--- src/rtl/clock_pkg.sv ---
// Shared definitions for the digital-clock blocks: mode encodings and BCD digit limits.
package clock_pkg;

    typedef enum logic [1:0] {
        MODE_RUN     = 2'd0,
        MODE_SET_HR  = 2'd1,
        MODE_SET_MIN = 2'd2
    } mode_t;

    localparam logic [3:0] DIG10_MAX = 4'd9;
    localparam logic [3:0] DIG6_MAX  = 4'd5;

    // True when a two-digit BCD field sits exactly at the given limit.
    function automatic logic at_limit(input logic [3:0] hi, input logic [3:0] lo,
                                      input logic [3:0] hi_max, input logic [3:0] lo_max);
        return (hi == hi_max) && (lo == lo_max);
    endfunction

endpackage

--- src/rtl/clock_carry_gen.sv ---
// Ripple-carry detection for the sec/min/hour digit chain. Exact compares only,
// so out-of-range digits simply never produce a carry.
module clock_carry_gen
    import clock_pkg::*;
#(
    parameter logic [3:0] HR_MAX_HI = 4'd2,
    parameter logic [3:0] HR_MAX_LO = 4'd3
) (
    input  logic [3:0] sec_lo,
    input  logic [3:0] sec_hi,
    input  logic [3:0] min_lo,
    input  logic [3:0] min_hi,
    input  logic [3:0] hr_lo,
    input  logic [3:0] hr_hi,
    output logic       sec_full,
    output logic       min_full,
    output logic       hr_full,
    output logic       sec_lo9,
    output logic       min_lo9,
    output logic       hr_lo9
);

    // Terminal-value decodes for each digit pair.
    always_comb begin
        sec_full = at_limit(sec_hi, sec_lo, DIG6_MAX, DIG10_MAX);
        min_full = at_limit(min_hi, min_lo, DIG6_MAX, DIG10_MAX);
        hr_full  = at_limit(hr_hi, hr_lo, HR_MAX_HI, HR_MAX_LO);
        sec_lo9  = (sec_lo == DIG10_MAX);
        min_lo9  = (min_lo == DIG10_MAX);
        hr_lo9   = (hr_lo == DIG10_MAX);
    end

endmodule

--- src/rtl/clock_time_ctrl.sv ---
// Digital-clock sequencer: per-digit count enables, hour wrap clear and the
// RUN/SET_HR/SET_MIN time-setting FSM. All outputs are registered.
//
//  state         | meaning
//  --------------+-------------------------------------------------------------
//  MODE_RUN      | time advances on tick; key_inc ignored
//  MODE_SET_HR   | time frozen; key_inc steps the hour; blink_hr toggles on tick
//  MODE_SET_MIN  | time frozen; key_inc steps the minute; blink_min toggles on tick
module clock_time_ctrl
    import clock_pkg::*;
#(
    parameter logic [3:0] HR_MAX_HI = 4'd2,
    parameter logic [3:0] HR_MAX_LO = 4'd3
) (
    input  logic       CP,
    input  logic       CLR,
    input  logic       tick,
    input  logic       key_mode,
    input  logic       key_inc,
    input  logic [3:0] sec_lo,
    input  logic [3:0] sec_hi,
    input  logic [3:0] min_lo,
    input  logic [3:0] min_hi,
    input  logic [3:0] hr_lo,
    input  logic [3:0] hr_hi,
    output logic       en_sec_lo,
    output logic       en_sec_hi,
    output logic       en_min_lo,
    output logic       en_min_hi,
    output logic       en_hr_lo,
    output logic       en_hr_hi,
    output logic       sec_clr,
    output logic       hr_clr,
    output logic [1:0] mode,
    output logic       blink_hr,
    output logic       blink_min
);

    mode_t state_q, state_d;

    logic sec_full, min_full, hr_full;
    logic sec_lo9, min_lo9, hr_lo9;

    logic en_sec_lo_d, en_sec_hi_d, en_min_lo_d, en_min_hi_d, en_hr_lo_d, en_hr_hi_d;
    logic sec_clr_d, hr_clr_d, blink_hr_d, blink_min_d;
    logic hr_carry, inc_ok;

    clock_carry_gen #(
        .HR_MAX_HI (HR_MAX_HI),
        .HR_MAX_LO (HR_MAX_LO)
    ) u_carry (
        .sec_lo   (sec_lo),
        .sec_hi   (sec_hi),
        .min_lo   (min_lo),
        .min_hi   (min_hi),
        .hr_lo    (hr_lo),
        .hr_hi    (hr_hi),
        .sec_full (sec_full),
        .min_full (min_full),
        .hr_full  (hr_full),
        .sec_lo9  (sec_lo9),
        .min_lo9  (min_lo9),
        .hr_lo9   (hr_lo9)
    );

    // Mode state register.
    always_ff @(posedge CP) begin
        if (CLR) state_q <= MODE_RUN;
        else     state_q <= state_d;
    end

    // Next mode, enable/clear pulses and blink toggles.
    always_comb begin
        state_d     = state_q;
        en_sec_lo_d = 1'b0;
        en_sec_hi_d = 1'b0;
        en_min_lo_d = 1'b0;
        en_min_hi_d = 1'b0;
        en_hr_lo_d  = 1'b0;
        en_hr_hi_d  = 1'b0;
        sec_clr_d   = 1'b0;
        hr_clr_d    = 1'b0;
        blink_hr_d  = 1'b0;
        blink_min_d = 1'b0;
        hr_carry    = sec_full && min_full;
        // A simultaneous mode press wins over the increment key.
        inc_ok      = key_inc && !key_mode;

        case (state_q)
            MODE_RUN: begin
                if (key_mode) state_d = MODE_SET_HR;
                if (tick) begin
                    en_sec_lo_d = 1'b1;
                    en_sec_hi_d = sec_lo9;
                    en_min_lo_d = sec_full;
                    en_min_hi_d = sec_full && min_lo9;
                    if (hr_carry && hr_full) begin
                        hr_clr_d = 1'b1;
                    end else begin
                        en_hr_lo_d = hr_carry;
                        en_hr_hi_d = hr_carry && hr_lo9;
                    end
                end
            end
            MODE_SET_HR: begin
                if (key_mode) state_d = MODE_SET_MIN;
                blink_hr_d = blink_hr ^ tick;
                if (inc_ok) begin
                    if (hr_full) begin
                        hr_clr_d = 1'b1;
                    end else begin
                        en_hr_lo_d = 1'b1;
                        en_hr_hi_d = hr_lo9;
                    end
                end
            end
            MODE_SET_MIN: begin
                if (key_mode) begin
                    state_d   = MODE_RUN;
                    sec_clr_d = 1'b1;
                end
                blink_min_d = blink_min ^ tick;
                // Digit counters wrap 59 -> 00 themselves; no hour carry here.
                if (inc_ok) begin
                    en_min_lo_d = 1'b1;
                    en_min_hi_d = min_lo9;
                end
            end
            default: state_d = MODE_RUN;
        endcase

        if (state_d != state_q) begin
            blink_hr_d  = 1'b0;
            blink_min_d = 1'b0;
        end
    end

    // Output registers; reset drops any pending pulse.
    always_ff @(posedge CP) begin
        if (CLR) begin
            en_sec_lo <= 1'b0;
            en_sec_hi <= 1'b0;
            en_min_lo <= 1'b0;
            en_min_hi <= 1'b0;
            en_hr_lo  <= 1'b0;
            en_hr_hi  <= 1'b0;
            sec_clr   <= 1'b0;
            hr_clr    <= 1'b0;
            blink_hr  <= 1'b0;
            blink_min <= 1'b0;
        end else begin
            en_sec_lo <= en_sec_lo_d;
            en_sec_hi <= en_sec_hi_d;
            en_min_lo <= en_min_lo_d;
            en_min_hi <= en_min_hi_d;
            en_hr_lo  <= en_hr_lo_d;
            en_hr_hi  <= en_hr_hi_d;
            sec_clr   <= sec_clr_d;
            hr_clr    <= hr_clr_d;
            blink_hr  <= blink_hr_d;
            blink_min <= blink_min_d;
        end
    end

    assign mode = state_q;

endmodule

--- config.mk ---
export PLATFORM = sky130hd
export DESIGN_NAME = clock_time_ctrl
export DESIGN_NICKNAME = d
export VERILOG_FILES = /design/src/rtl/clock_pkg.sv /design/src/rtl/clock_carry_gen.sv /design/src/rtl/clock_time_ctrl.sv
export SDC_FILE = /design/constraint.sdc
export NUM_CORES = 1
export LEC_CHECK = 0
export ABC_AREA = 1
export ABC_CLOCK_PERIOD_IN_PS = 3150
export BUFFER_PORTS_ARGS = -buffer_cell sky130_fd_sc_hd__buf_4
export CORE_MARGIN = 2
export CORE_UTILIZATION = 41
export DETAILED_ROUTE_END_ITERATION = 6
export PLACE_DENSITY = 0.81
export SYNTH_ARGS = -nofsm -noshare
export SYNTH_HDL_FRONTEND = slang
export SYNTH_HIERARCHICAL = 1
export SYNTH_SLANG_ARGS = --single-unit
export TNS_END_PERCENT = 1
--- constraint.sdc ---
create_clock -name CP -period 3.15 [get_ports CP]
set_clock_uncertainty 0.15 [all_clocks]
set_input_delay 0.945 -clock CP [delete_from_list [all_inputs] [get_ports CP]]
set_output_delay 0.945 -clock CP [all_outputs]
set_load 0.05 [all_outputs]
# [Word level (Yosys, flattened, before mapping)]
# Cells that the tools add are included.
[classes] n_eq_ne=10 mux=27 bitwise_logic=6 n_reduce_logical=15
[op_table] cell="two-way mux 1 bit" n=18
[op_table] cell="equality test 4 bit, second input constant" n=3
[op_table] cell="one-hot mux 1 bit (2 select lines)" n=5
[op_table] cell="OR reduction 3 bit" n=3
[op_table] cell="equality test 4 x 2 -> 1 bit, second input constant" n=2
[op_table] cell="equality test 4 x 3 -> 1 bit, second input constant" n=2
[op_table] cell="logical AND 1 bit" n=8
[op_table] cell="two-way mux 2 bit" n=3
[op_table] cell="one-hot mux 2 bit (3 select lines)" n=1
[op_table] cell="NOT 1 bit" n=4
[op_table] cell="OR reduction 2 bit" n=2
[op_table] cell="equality test 2 x 1 -> 1 bit, second input constant" n=1
[op_table] cell="equality test 2 bit, second input constant" n=1
[op_table] cell="zero test 2 bit" n=1
[op_table] cell="inequality test 2 bit" n=1
[op_table] cell="bitwise XOR 1 bit" n=2
[op_table] cell="zero test 1 bit" n=1
[totals] reg_bits=12 inputBits=29 out_inout_bits=12 word_cells=69

# [Depth between registers and ports, before layout]
[logic_depth] depth_word=7 ltp_mapped=10 depth_no_buf=10

# [By module]
# The synthesis kept the hierarchy.
[modules_own_cells] module="clock_time_ctrl" n_inst=1 cells_per_inst=55 area_each_um2=431.7 seq_area_each_um2=240.2
[modules_own_cells] module="clock_carry_gen" n_inst=1 cells_per_inst=31 area_each_um2=120.1 seq_area_each_um2=0.0

# [Worst setup path after synthesis]
# OpenSTA, ideal clock, no wires.
[synth_path] path_type="reg2out" startpoint="reg state_q[0] (netlist: mode[0])" endpoint="out mode[0]" t_arrival_ns=0.664 required_time_ns=2.055 setup_slack_ns=1.391 path_stages_with_launch=1 n_path_buf=0 cell_sequence="dfxtp_1"
[synth_rtl] item="start, declared" line="clock_time_ctrl.sv:39" text="mode_t state_q, state_d;"
[synth_rtl] item="start signal, assigned" line="clock_time_ctrl.sv:69" text="else state_q <= state_d;"
[synth_rtl] item="end, declared" line="clock_time_ctrl.sv:34" text="output logic [1:0] mode,"
# No word-level cell between the ends.

# [Final worst setup path]
[layout_path] startpoint="reg state_q[0] (netlist: mode[0])" endpoint="out mode[0]"
# No word-level cell between the ends.

==> results.md <==
* Fmax achieved at 0.493 GHz
* Die span in y at 40.7 um
* Synthesized cell area at 552 um^2
* Largest net degree at the start of global routing at 8
* Syn Inst Count at 86
* Mapped Avg Cell Area at 6.42 um^2
* CTS tree: built
* Post-DP HPWL at 1.04 mm
* Clock slew at reported path FFs at 80 ps
* Nets at 160
* Crit-path cells: buf_4
* R2R Setup Slk at 2020 ps
* Peak VDD IR at 0.271 mV
* CORE AREA at 1280 um^2
* Max Slew Vio Count at 0
* ANT cells at 0
* CP Max Fanout at 5
* Crit path time final at 2030 ps
* WS Path Type: register to output port
* Most frequent cells in the layout: 40 x buf_4, 25 x nand2_1, 17 x nor2_1
* Internal power at 0.260 mW
* Hold Vio Cnt, Final at 0
* Least-Margin Pin Slew at 221 ps
* Vias in the first global route at 492
* Clock share of power at 35.0%
* Setup Fix Bufs, Post-CTS at 0
* Slew headroom at 85.1%
* Hold Crit Start: blink_min$_SDFF_PP0_
* Vias at 656
* Ys Warns at 6
* DRC viols at 0
* Worst-case reg-to-reg path depth at 6
* Drt total wl at 1.32 mm
* Tcrit/Tclk final at 64.4%
* Largest incremental delay on the critical path at 420 ps
* Setup ws final at 1120 ps
* # rows at 13
* Ports at 41
* Util after Layout at 70.6%
* Wire per inst at 9.11 um
* Slowest CP cell: dfxtp_1
* Worst slack, placed at 1210 ps
* Layout area overhead at 64.4%
* First-pass GRT wire length at 1.84 mm
* DR pass1 iterations at 5
* Sequential power share at 45.2%
* Drt via density at 4.52
* Initial antenna violation count at 0
* Bufs and invs on worst path at 1
* Commonest non-fill, non-tap cell in the layout: buf_4
* 1st-iter DRT viols at 19
* Seq/Total Area, Yosys at 43.5%
* Power Dens Cells at 386 nW/um^2
* GRT Residual Overflow at 0
* Switch Pwr at 0.0904 mW
* Cell depth of the worst hold path at 2
* Worst-skew pair later-pin latency at 270 ps
* Synth cell types at 13
* ANT nets after route at 0
* Critical Path RT at 2050 ps
* Synthesized flop and latch total at 12
* Layout cells sized above 1 at 36.9%
* Family with the most delay on the worst path: flip-flops
* Unrepaired setup endpoints after global routing: false
* Worst Hold Endpoint: blink_min$_SDFF_PP0_
* Status: complete, no violations
* Pleak at 0.524 nW
* Sw frac at 25.8%
* Setup Viol. Count Final at 0
* Sink Count at 12
* GR Util All Layers at 17.2%
* Total power at 0.350 mW
* Max-cap viol count at 0
* HP Class: register to register
* I/O Buffers at 40
* Critical path data arrival time at 930 ps
* RR Startpoint: mode[1]$_SDFF_PP0_
* Worst r2r dst: en_min_hi$_SDFF_PP0_
* Startpoint Class: register
* Final Wtd Congestion at 0.819
* Post-synth net total at 115
* Total CTS buffers at 3
* TNS Setup at 0 ps
* Die footprint at 1660 um^2
* Initial core utilization at 42.9%
* Critical path capture point type: output port
* Stages on worst setup path at 1
* Root Driver: clkbuf_4
* Combinational fraction of design power at 19.8%
* H-tree levels at 1
* Gates resized, CTS repair at 0
* Cts hold-fix bufs at 0
* Chip width at 40.7 um
* Clock tree buffer depth at 2
* Final hold slack at 379 ps
==> final cells by class <==
cell class	instances	area [um^2]
fill	113	378
clock buffer	4	36.3
tap	15	18.8
sequential	12	240
timing repair buffer	40	300
inverter	17	63.8
multi-input combinational	57	248
==> cells in the mapped netlist <==
cell type | n | share of area [%]
nor3b_1 | 1 | 1.4
nor4_1 | 1 | 1.1
nor2_2 | 3 | 3.4
a21oi_1 | 1 | 0.91
xnor2_1 | 2 | 3.2
nand2_1 | 25 | 17
nand3_1 | 2 | 1.8
nor3_1 | 2 | 1.8
inv_2 | 1 | 0.68
nor2_1 | 17 | 12
dfxtp_1 | 12 | 44
inv_1 | 16 | 11
o21ai_0 | 3 | 2.7
==> per-layer routing <==
metal | part of all wire (%) | wire length (um) | GRT usage (%)
met1 | 39 | 517 | 18.6
met4 | 0.98 | 13 | 10.0
met2 | 52 | 682 | 30.6
met5 | 0 | 0 | 0
met3 | 8.2 | 108 | 3.26
==> registers in the layout, summed over array words and instances, names as in the netlist <==
register / flops
mode: 2
blink_hr: 1
blink_min: 1
en_hr_hi: 1
en_hr_lo: 1
en_min_hi: 1
en_min_lo: 1
en_sec_hi: 1
en_sec_lo: 1
hr_clr: 1
sec_clr: 1
==> metrics by stage <==
stage,std cells,area (um^2)
floorplan,86,552
global placement,141,871
detailed placement,141,871
CTS,145,907
global route,145,907
finish,145,907
==> how the worst max path moves through the flow <==
stage                             from                   to
floorplan           mode[0]$_SDFF_PP0_              mode[0]
global placement             sec_lo[1]  en_hr_hi$_SDFF_PP0_
detailed placement           sec_lo[1]  en_hr_hi$_SDFF_PP0_
CTS                 mode[0]$_SDFF_PP0_              mode[0]
global route        mode[0]$_SDFF_PP0_              mode[0]
finish              mode[0]$_SDFF_PP0_              mode[0]
==> cells by family (layout without fill, tap and decap cells) <==
group	Yosys count	count (layout)	share of synthesized area (%)
and+or+nand+nor	51	51	38.1
buffers and inverters	17	61	11.6
DFF	12	12	43.5
AOI/OAI and AO/OA	4	4	3.63
xor gates and xnor gates	2	2	3.18
==> power by group through the flow <==
stage               Combinational (mW)  Clock, mW  Sequential, mW
finish                          0.0693      0.123           0.158
global route                    0.0756      0.131           0.159
CTS                             0.0689      0.126           0.158
detailed placement              0.0686          0           0.162
global placement                0.0677          0           0.162
floorplan                       0.0191          0           0.174
Note: power is estimated with default switching activity, not from simulation.
